<file path="config.mk">
export PLATFORM = sky130hd
export DESIGN_NAME = jk_mod_counter_flat
export DESIGN_NICKNAME = d
export VERILOG_FILES = /design/src/rtl/jk_counter_pkg.sv /design/src/rtl/jk_mod_counter_if.sv /design/src/rtl/jk_mod_counter_cell.sv /design/src/rtl/jk_mod_counter.sv /design/src/flat_wrapper.sv
export SDC_FILE = /design/constraint.sdc
export NUM_CORES = 1
export LEC_CHECK = 0
export CAP_MARGIN = 40
export CORE_AREA = 2 2 39 41
export CTS_CLUSTER_DIAMETER = 30
export DETAILED_ROUTE_END_ITERATION = 12
export DIE_AREA = 0 0 41 43
export PLACE_DENSITY_LB_ADDON = 0.12
export RECOVER_POWER = 50
export SYNTH_ARGS = -nofsm -noshare
export SYNTH_HDL_FRONTEND = slang
export SYNTH_SLANG_ARGS = --single-unit
</file>
<file path="constraint.sdc">
create_clock -name clk -period 1.43 [get_ports clk]
set_input_delay 0.2145 -clock clk [delete_from_list [all_inputs] [get_ports clk]]
set_output_delay 0.2145 -clock clk [all_outputs]
set_load 0.05 [all_outputs]
</file>
<file path="src/rtl/jk_counter_pkg.sv">
// Shared JK excitation types and helpers for the modulo counter and its cells.
package jk_counter_pkg;

    typedef struct packed {
        logic j;
        logic k;
    } jk_t;

    localparam jk_t JK_HOLD   = '{j: 1'b0, k: 1'b0};
    localparam jk_t JK_RESET  = '{j: 1'b0, k: 1'b1};
    localparam jk_t JK_SET    = '{j: 1'b1, k: 1'b0};
    localparam jk_t JK_TOGGLE = '{j: 1'b1, k: 1'b1};

    // Smallest J/K pair that moves a cell from cur_bit to next_bit.
    function automatic jk_t jk_for(input logic cur_bit, input logic next_bit);
        jk_t r;
        if (cur_bit == next_bit) r = JK_HOLD;
        else if (next_bit)       r = JK_SET;
        else                     r = JK_RESET;
        return r;
    endfunction

endpackage

</file>
<file path="src/rtl/jk_mod_counter_if.sv">
// Control and status bundle of the JK modulo counter.
interface jk_mod_counter_if #(parameter int WIDTH = 4);

    logic             en;
    logic             up_dn;
    logic             load;
    logic [WIDTH-1:0] load_val;
    logic [WIDTH-1:0] q;
    logic             tc;
    logic             wrap;
    logic             load_err;

    modport master (output en, up_dn, load, load_val,
                    input  q, tc, wrap, load_err);

    modport slave  (input  en, up_dn, load, load_val,
                    output q, tc, wrap, load_err);

endinterface

</file>
<file path="src/rtl/jk_mod_counter_cell.sv">
// Single JK flip-flop: 00 hold, 01 clear, 10 set, 11 toggle; async active-low reset.
module jk_cell (
    input  logic clk,
    input  logic rst,
    input  logic j,
    input  logic k,
    output logic q
);

    always_ff @(posedge clk or negedge rst) begin
        if (!rst) begin
            q <= 1'b0;
        end else begin
            case ({j, k})
                2'b01:   q <= 1'b0;
                2'b10:   q <= 1'b1;
                2'b11:   q <= ~q;
                default: q <= q;
            endcase
        end
    end

endmodule

</file>
<file path="src/rtl/jk_mod_counter.sv">
// Modulo-N up/down counter built from JK cells; excitation logic lives here.
// Define JK_COUNTER_SATURATE_EN to hold at the terminal value instead of wrapping.
module jk_mod_counter
    import jk_counter_pkg::*;
#(
    parameter int WIDTH  = 4,
    parameter int MODULO = 10
) (
    input  logic                  clk,
    input  logic                  rst,
    jk_mod_counter_if.slave       bus
);

    if (MODULO < 2 || MODULO > (1 << WIDTH)) begin : g_bad_modulo
        $error("jk_mod_counter: MODULO out of range for WIDTH");
    end

    localparam logic [WIDTH-1:0] CMAX    = WIDTH'(MODULO - 1);
    localparam logic [WIDTH:0]   MOD_EXT = (WIDTH + 1)'(MODULO);

    logic [WIDTH-1:0] qbits;
    jk_t              jk [WIDTH];
    logic             wrap_next;
    logic             illegal_load;
    logic             carry;
    logic             wrap_r;
    logic             err_r;

    wire load_ok = ({1'b0, bus.load_val} < MOD_EXT);
    wire at_max  = (qbits == CMAX);
    wire at_zero = (qbits == '0);

    // Load wins over counting; an out-of-range load freezes the count for that edge.
    always_comb begin
        for (int i = 0; i < WIDTH; i++) jk[i] = JK_HOLD;
        wrap_next    = 1'b0;
        illegal_load = 1'b0;
        carry        = 1'b1;
        if (bus.load) begin
            if (load_ok) begin
                for (int i = 0; i < WIDTH; i++)
                    jk[i] = bus.load_val[i] ? JK_SET : JK_RESET;
            end else begin
                illegal_load = 1'b1;
            end
        end else if (bus.en) begin
            if (bus.up_dn) begin
                if (at_max) begin
`ifdef JK_COUNTER_SATURATE_EN
                    wrap_next = 1'b0;
`else
                    for (int i = 0; i < WIDTH; i++) jk[i] = jk_for(qbits[i], 1'b0);
                    wrap_next = 1'b1;
`endif
                end else begin
                    for (int i = 0; i < WIDTH; i++) begin
                        jk[i] = carry ? JK_TOGGLE : JK_HOLD;
                        carry = carry & qbits[i];
                    end
                end
            end else begin
                if (at_zero) begin
`ifdef JK_COUNTER_SATURATE_EN
                    wrap_next = 1'b0;
`else
                    for (int i = 0; i < WIDTH; i++) jk[i] = CMAX[i] ? JK_SET : JK_RESET;
                    wrap_next = 1'b1;
`endif
                end else begin
                    // A bit toggles on the way down once every lower bit is zero (borrow chain).
                    for (int i = 0; i < WIDTH; i++) begin
                        jk[i] = carry ? JK_TOGGLE : JK_HOLD;
                        carry = carry & ~qbits[i];
                    end
                end
            end
        end
    end

    for (genvar i = 0; i < WIDTH; i++) begin : g_cell
        jk_cell u_cell (
            .clk (clk),
            .rst (rst),
            .j   (jk[i].j),
            .k   (jk[i].k),
            .q   (qbits[i])
        );
    end

    always_ff @(posedge clk or negedge rst) begin
        if (!rst) begin
            wrap_r <= 1'b0;
            err_r  <= 1'b0;
        end else begin
            wrap_r <= wrap_next;
            if (illegal_load) err_r <= 1'b1;
        end
    end

    assign bus.q        = qbits;
    assign bus.tc       = bus.en & ((bus.up_dn & at_max) | (~bus.up_dn & at_zero));
    assign bus.wrap     = wrap_r;
    assign bus.load_err = err_r;

endmodule

</file>
<file path="src/flat_wrapper.sv">
// flat-port wrapper written by rule: the top's interface ports become plain ports
module jk_mod_counter_flat import jk_counter_pkg::*;
#(
    parameter int WIDTH  = 4,
    parameter int MODULO = 10
)
  (clk, rst, bus_en, bus_up_dn, bus_load, bus_load_val, bus_q, bus_tc, bus_wrap, bus_load_err);
  jk_mod_counter_if #(.WIDTH(WIDTH)) bus_i ();
  input  logic clk;
  input  logic rst;
  input wire logic [$bits(bus_i.en)-1:0] bus_en;
  input wire logic [$bits(bus_i.up_dn)-1:0] bus_up_dn;
  input wire logic [$bits(bus_i.load)-1:0] bus_load;
  input wire logic [$bits(bus_i.load_val)-1:0] bus_load_val;
  output wire logic [$bits(bus_i.q)-1:0] bus_q;
  output wire logic [$bits(bus_i.tc)-1:0] bus_tc;
  output wire logic [$bits(bus_i.wrap)-1:0] bus_wrap;
  output wire logic [$bits(bus_i.load_err)-1:0] bus_load_err;
  assign bus_i.en = bus_en;
  assign bus_i.up_dn = bus_up_dn;
  assign bus_i.load = bus_load;
  assign bus_i.load_val = bus_load_val;
  assign bus_q = bus_i.q;
  assign bus_tc = bus_i.tc;
  assign bus_wrap = bus_i.wrap;
  assign bus_load_err = bus_i.load_err;
  jk_mod_counter #(.WIDTH(WIDTH), .MODULO(MODULO)) u_core (.clk(clk), .rst(rst), .bus(bus_i));
endmodule
</file>
# Word level (Yosys, flattened, before mapping)
# Cells that the tools add are included.
[totals]
reg_bits = 6
latch_bits = 0
ramBits = 0
rom_bits = 0
input_bits = 9
n_memories = 0
[op_classes]
addsub = 0
n_mul = 0
div = 0
order_cmp = 1
eq_ne = 13
n_shift = 0
n_mux = 31
bitwise_logic = 13
n_reduce_logical = 5
[ops]
columns = ["cell", "count"]
rows = [
  ["2-to-1 mux 8 bit", 5],
  ["2-to-1 mux 2 bit", 10],
  ["== test 2 bit, second input constant", 8],
  ["case mux 1 bit (3 select lines)", 4],
  ["nonzero test 3 bit", 4],
  ["2-to-1 mux 1 bit", 11],
  ["== test 2 x 1 -> 1 bit, second input constant", 4],
  ["AND 1 bit", 7],
  ["2-to-1 mux 7 bit", 1],
  ["NOT 1 bit", 5],
  ["== test 4 bit, second input constant", 1],
  ["logical NOT 4 bit", 1],
  ["less-than comparator 4 bit, second input constant", 1],
  ["bitwise OR 1 bit", 1],
]

# Longest topological paths before layout
[depth]
word_depth = 10
depth_mapped = 5
ltp_nobuf = 4

# Cells and area by module
# From an unflattened synthesis, not the netlist that was laid out.
[unflattened]
cells_unflattened = 57
hier_area_um2 = 452.9
[modules_own_cells]
columns = ["mod", "instances", "cells_per_inst", "area_each_um2", "seq_area_each_um2"]
rows = [
  ["jk_mod_counter", 1, 45, 317.8, 50.0],
  ["jk_cell", 4, 3, 33.8, 25.0],
]

# Worst setup path before layout
# No wires, ideal clock.
[synth_path]
path_type = "register -> register"
start = "reg u_core.g_cell[0].u_cell.q"
end = "reg u_core.wrap_r (netlist: u_core.bus.wrap)"
t_arrival_ns = 1.480
required_ns = 1.364
slack_ns = -0.116
path_stages_with_launch = 6
path_buffers = 1
period_less_slack_ns = 1.546
cell_sequence = "dfrtp_1 > buf_6 > or2_1 > o21ai_1 > and3_1 > and2b_1"
[synth_via]
elab_chain_cells = 5
[synth_lines]
columns = ["element", "line", "text"]
rows = [
  ["start: declaration", "jk_mod_counter_cell.sv:7", "output logic q"],
  ["start signal: assignment", "jk_mod_counter_cell.sv:17", "2'b11: q <= ~q;"],
  ["start signal: assignment", "jk_mod_counter_cell.sv:18", "default: q <= q;"],
  ["== test 4 bit or logical NOT 4 bit (tied branches)", "jk_mod_counter.sv:30, jk_mod_counter.sv:31", ""],
  ["2-to-1 mux 1 bit, on equally long branches", "jk_mod_counter.sv:48, jk_mod_counter.sv:62", ""],
  ["2-to-1 mux 1 bit *", "jk_mod_counter.sv:47", "if (bus.up_dn) begin"],
  ["2-to-1 mux 1 bit *", "jk_mod_counter.sv:46", "end else if (bus.en) begin"],
  ["2-to-1 mux 1 bit *", "jk_mod_counter.sv:39", "if (bus.load) begin"],
  ["net u_core.wrap_next", "jk_mod_counter.sv:23", "logic wrap_next;"],
  ["end signal: assignment", "jk_mod_counter.sv:95", "wrap_r <= wrap_next;"],
  ["end: declaration", "jk_mod_counter.sv:26", "logic wrap_r;"],
]
# The timed path passes the listed nets; every way through them passes the cells marked *.
# A chain may end at the register's enable or synchronous reset.

# Worst setup path in the final report
[layout_path]
start = "reg u_core.g_cell[0].u_cell.q"
end = "out bus_tc"
[layout_via]
elab_chain_cells = 4
[layout_lines]
columns = ["element", "line", "text"]
rows = [
  ["== test 4 bit or logical NOT 4 bit (tied branches)", "jk_mod_counter.sv:30, jk_mod_counter.sv:31", ""],
  ["AND 1 bit", "jk_mod_counter.sv:101", "assign bus.tc = bus.en & ((bus.up_dn & at_max) | (~bus.up_dn & at_zero));"],
  ["bitwise OR 1 bit *", "jk_mod_counter.sv:101", ""],
  ["AND 1 bit *", "jk_mod_counter.sv:101", ""],
  ["end: declaration", "flat_wrapper.sv:16", "output wire logic [$bits(bus_i.tc)-1:0] bus_tc;"],
]
# Every way passes the cells marked *; elsewhere a longest branch is shown, timed or not.

==> impl_results.md <==
- Status: finished with violations
- Violated checks: setup timing
- Placed insts: 89
- Largest cells by area after synthesis: dfrtp_1 (31%), buf_4 (6.2%), buf_6 (4.6%)
- Area leader, netlist: dfrtp_1
- Total Wirelength: 1.31 mm
- Clock latency on the worst-skew pair: 0.25 ns
- Final Non-Filler Cells: 94
- First-pass GRT wire length: 2.13 mm
- Largest net degree at the start of global routing: 11
- Max H-tree Level: 1
- WP data arrival: 1.39 ns
- Row cnt: 14
- Share of layout cells above drive strength 1: 28.2%
- Top cells by count, synth: dfrtp_1 (6), a21oi_1 (4), buf_4 (4)
- CP Class: register to output pin
- DIE AREA: 1760 um2
- Net Switching: 0.522 mW
- Drt wl/cell: 13.9 um
- Maximum VDD drop: 0.860 mV
- MaxCap Viol Count: 0
- Worst path top cell family by delay: simple AND/OR/NAND/NOR gates
- Post-CTS Hold Fix Bufs: 0
- Sw Share: 43.4%
- Sequential power share: 25.9%
- CP required: 1.22 ns
- RSZ-0062 raised after global routing: true
- DRT Pass-1 Iters: 3
- Fin crit share: 112%
- Mapped Nets: 67
- Pint: 0.681 mW
- Seq/Total Area, Yosys: 30.9%
- Maximum fanout along the worst path: 3
- Vias in the first global route: 458
- Final Power: 1.20 mW
- Min Tclk post-route: 1.60 ns
- Synthesized area: 485 um2
- Max Clk Rate: 623 MHz
- Core area: 1380 um2
- Hold Vio Cnt, Final: 0
- Design Area, Final: 785 um2
- Total negative slack: -0.175 ns
- Initial Utilization: 35.1%
- Slowest CP cell: dfrtp_1
- Area Overhead vs Synth: 61.6%
- Buf+Inv Stages, Crit Path: 1
- Hold WS: 0.295 ns
- Die Height: 43 um
- Antenna Cells: 0
- Max clock buf depth: 2
- Slew headroom: 66.6%
- Top cell type's share of synthesized area: 30.9%
- Worst Tran Pin Value: 0.499 ns
- Hold Path Class: input port to async pin
- Number of vias in the routed layout: 500
- Most common cell in the netlist: dfrtp_1
- Nets@finish: 89
- Crit path launch type: register
- YS warnings: 0
- DRC: 0
- Distinct cell type count after synthesis: 32
- R2R Setup Slk: 0.03 ns
- Post-synth ARST share: 100%
- Final setup margin: -0.175 ns
- Pre-CTS setup slack: -0.170 ns
- Final setup fails: 1
- # IOs: 16
- Total global routing overflow: 0
- Syn Inst Count: 58
- Via density: 5.32
- Port Buf Inserts: 15
- Initial DRC Count: 5
- Clock power frac: 13.1%
- Post-synthesis average cell area: 8.37 um2
- Post-synth EDFFs: 0
- DP HPWL: 934 um
- Post-route ant nets: 0
- Placer Congestion: 0.823
- Final Util: 56.7%
- Initial antenna violation count: 0
- CP endpoint kind: output pin
- TritonCTS Buffers: 3
- Clock Pin Slew Worst Setup and Hold Paths: 0.04 ns
- Number of synthesized register bits: 6
- Worst-path cell chain: or2_1 -> o21ai_1 -> and3_4 -> buf_12
- Clock root cell: clkbuf_4
- Clock tree sinks: 6
- Main flop type after synthesis: dfrtp_1
- Max-slew violation count: 0
- Max Clock Skew: 0.000447 ns
- P per Cell Area: 1530 nW/um2
- Die Span X: 41 um
- Comb power frac: 61.0%
- CTS tree: done
- CP peak stage delay: 0.40 ns
- Total track usage: 18.4%
- Placement Cell Area: 726 um2
- Leakage power: 0.341 nW
-- layout make-up --
cell class	instances	area (um2)
repair buffers	25	284
clock buffers	3	22.5
multi-input cells	41	297
well taps	16	20.0
inverters	3	11.3
fillers	130	599
flip-flops and latches	6	150
-- state kept, by name, summed over array words and instances (netlist names) --
signal,cells
u_core.bus.load_err,1
u_core.bus.wrap,1
u_core.g_cell.u_cell.q,4
-- what timing repair did --
item / in CTS / in global routing
endpoints found under the setup margin: 1 / 3
pin swaps: 1 / 5
resized for setup: 1 / 4
endpoints found under the hold margin: 0 / 0
buffers inserted: 2 / 0
-- power groups by stage --
stage | Sequential [mW] | Combinational (mW) | Clock, mW
floorplan | 0.258 | 0.479 | 0
global placement | 0.305 | 0.675 | 0
detailed placement | 0.303 | 0.683 | 0
CTS | 0.299 | 0.704 | 0.163
global route | 0.322 | 0.778 | 0.174
finish | 0.312 | 0.733 | 0.158
-- metal layers --
layer	global-route usage [%]	wire length, um	vias up
met5	0	0	-
met4	9.33	19	0
met3	6.81	55	2
met2	26.3	723	10
met1	23.5	509	240
li1	-	-	248
-- cells in the final DEF (no fill, tap or decap), types with 2 or more instances in the layout --
master and n:
a21oi_1 4, a31oi_1 3, buf_12 6, buf_4 9, clkbuf_4 3, clkdlybuf4s50_1 7, dfrtp_1 6, inv_1 3
mux2i_1 2, nand2_1 3, nand2b_1 2, nand3_1 2, nor2_1 2, nor3b_1 2, o21ai_0 3
-- kinds of logic after synthesis --
kind of cell,synth area share (%)
DFF,30.9
xor gates and xnor gates,3.61
muxes,4.12
AOI/OAI and AO/OA,23.7
and+or+nand+nor,22.7
buffers and inverters,14.9
-- path summary, 6_finish.rpt --
path,start,endpoint,cells past startpoint
min reg2reg,u_core.bus.load_err$_DFFE_PN0P_,u_core.bus.load_err$_DFFE_PN0P_,1
max reg2reg,u_core.g_cell[2].u_cell.q$_DFFE_PN0P_,u_core.g_cell[1].u_cell.q$_DFFE_PN0P_,4
min,rst,u_core.bus.load_err$_DFFE_PN0P_,1
max in group asynchronous,rst,u_core.g_cell[0].u_cell.q$_DFFE_PN0P_,1
max,u_core.g_cell[0].u_cell.q$_DFFE_PN0P_,bus_tc,4
min in group clk,u_core.bus.load_err$_DFFE_PN0P_,u_core.bus.load_err$_DFFE_PN0P_,1
(Power assumes the default switching activity.)
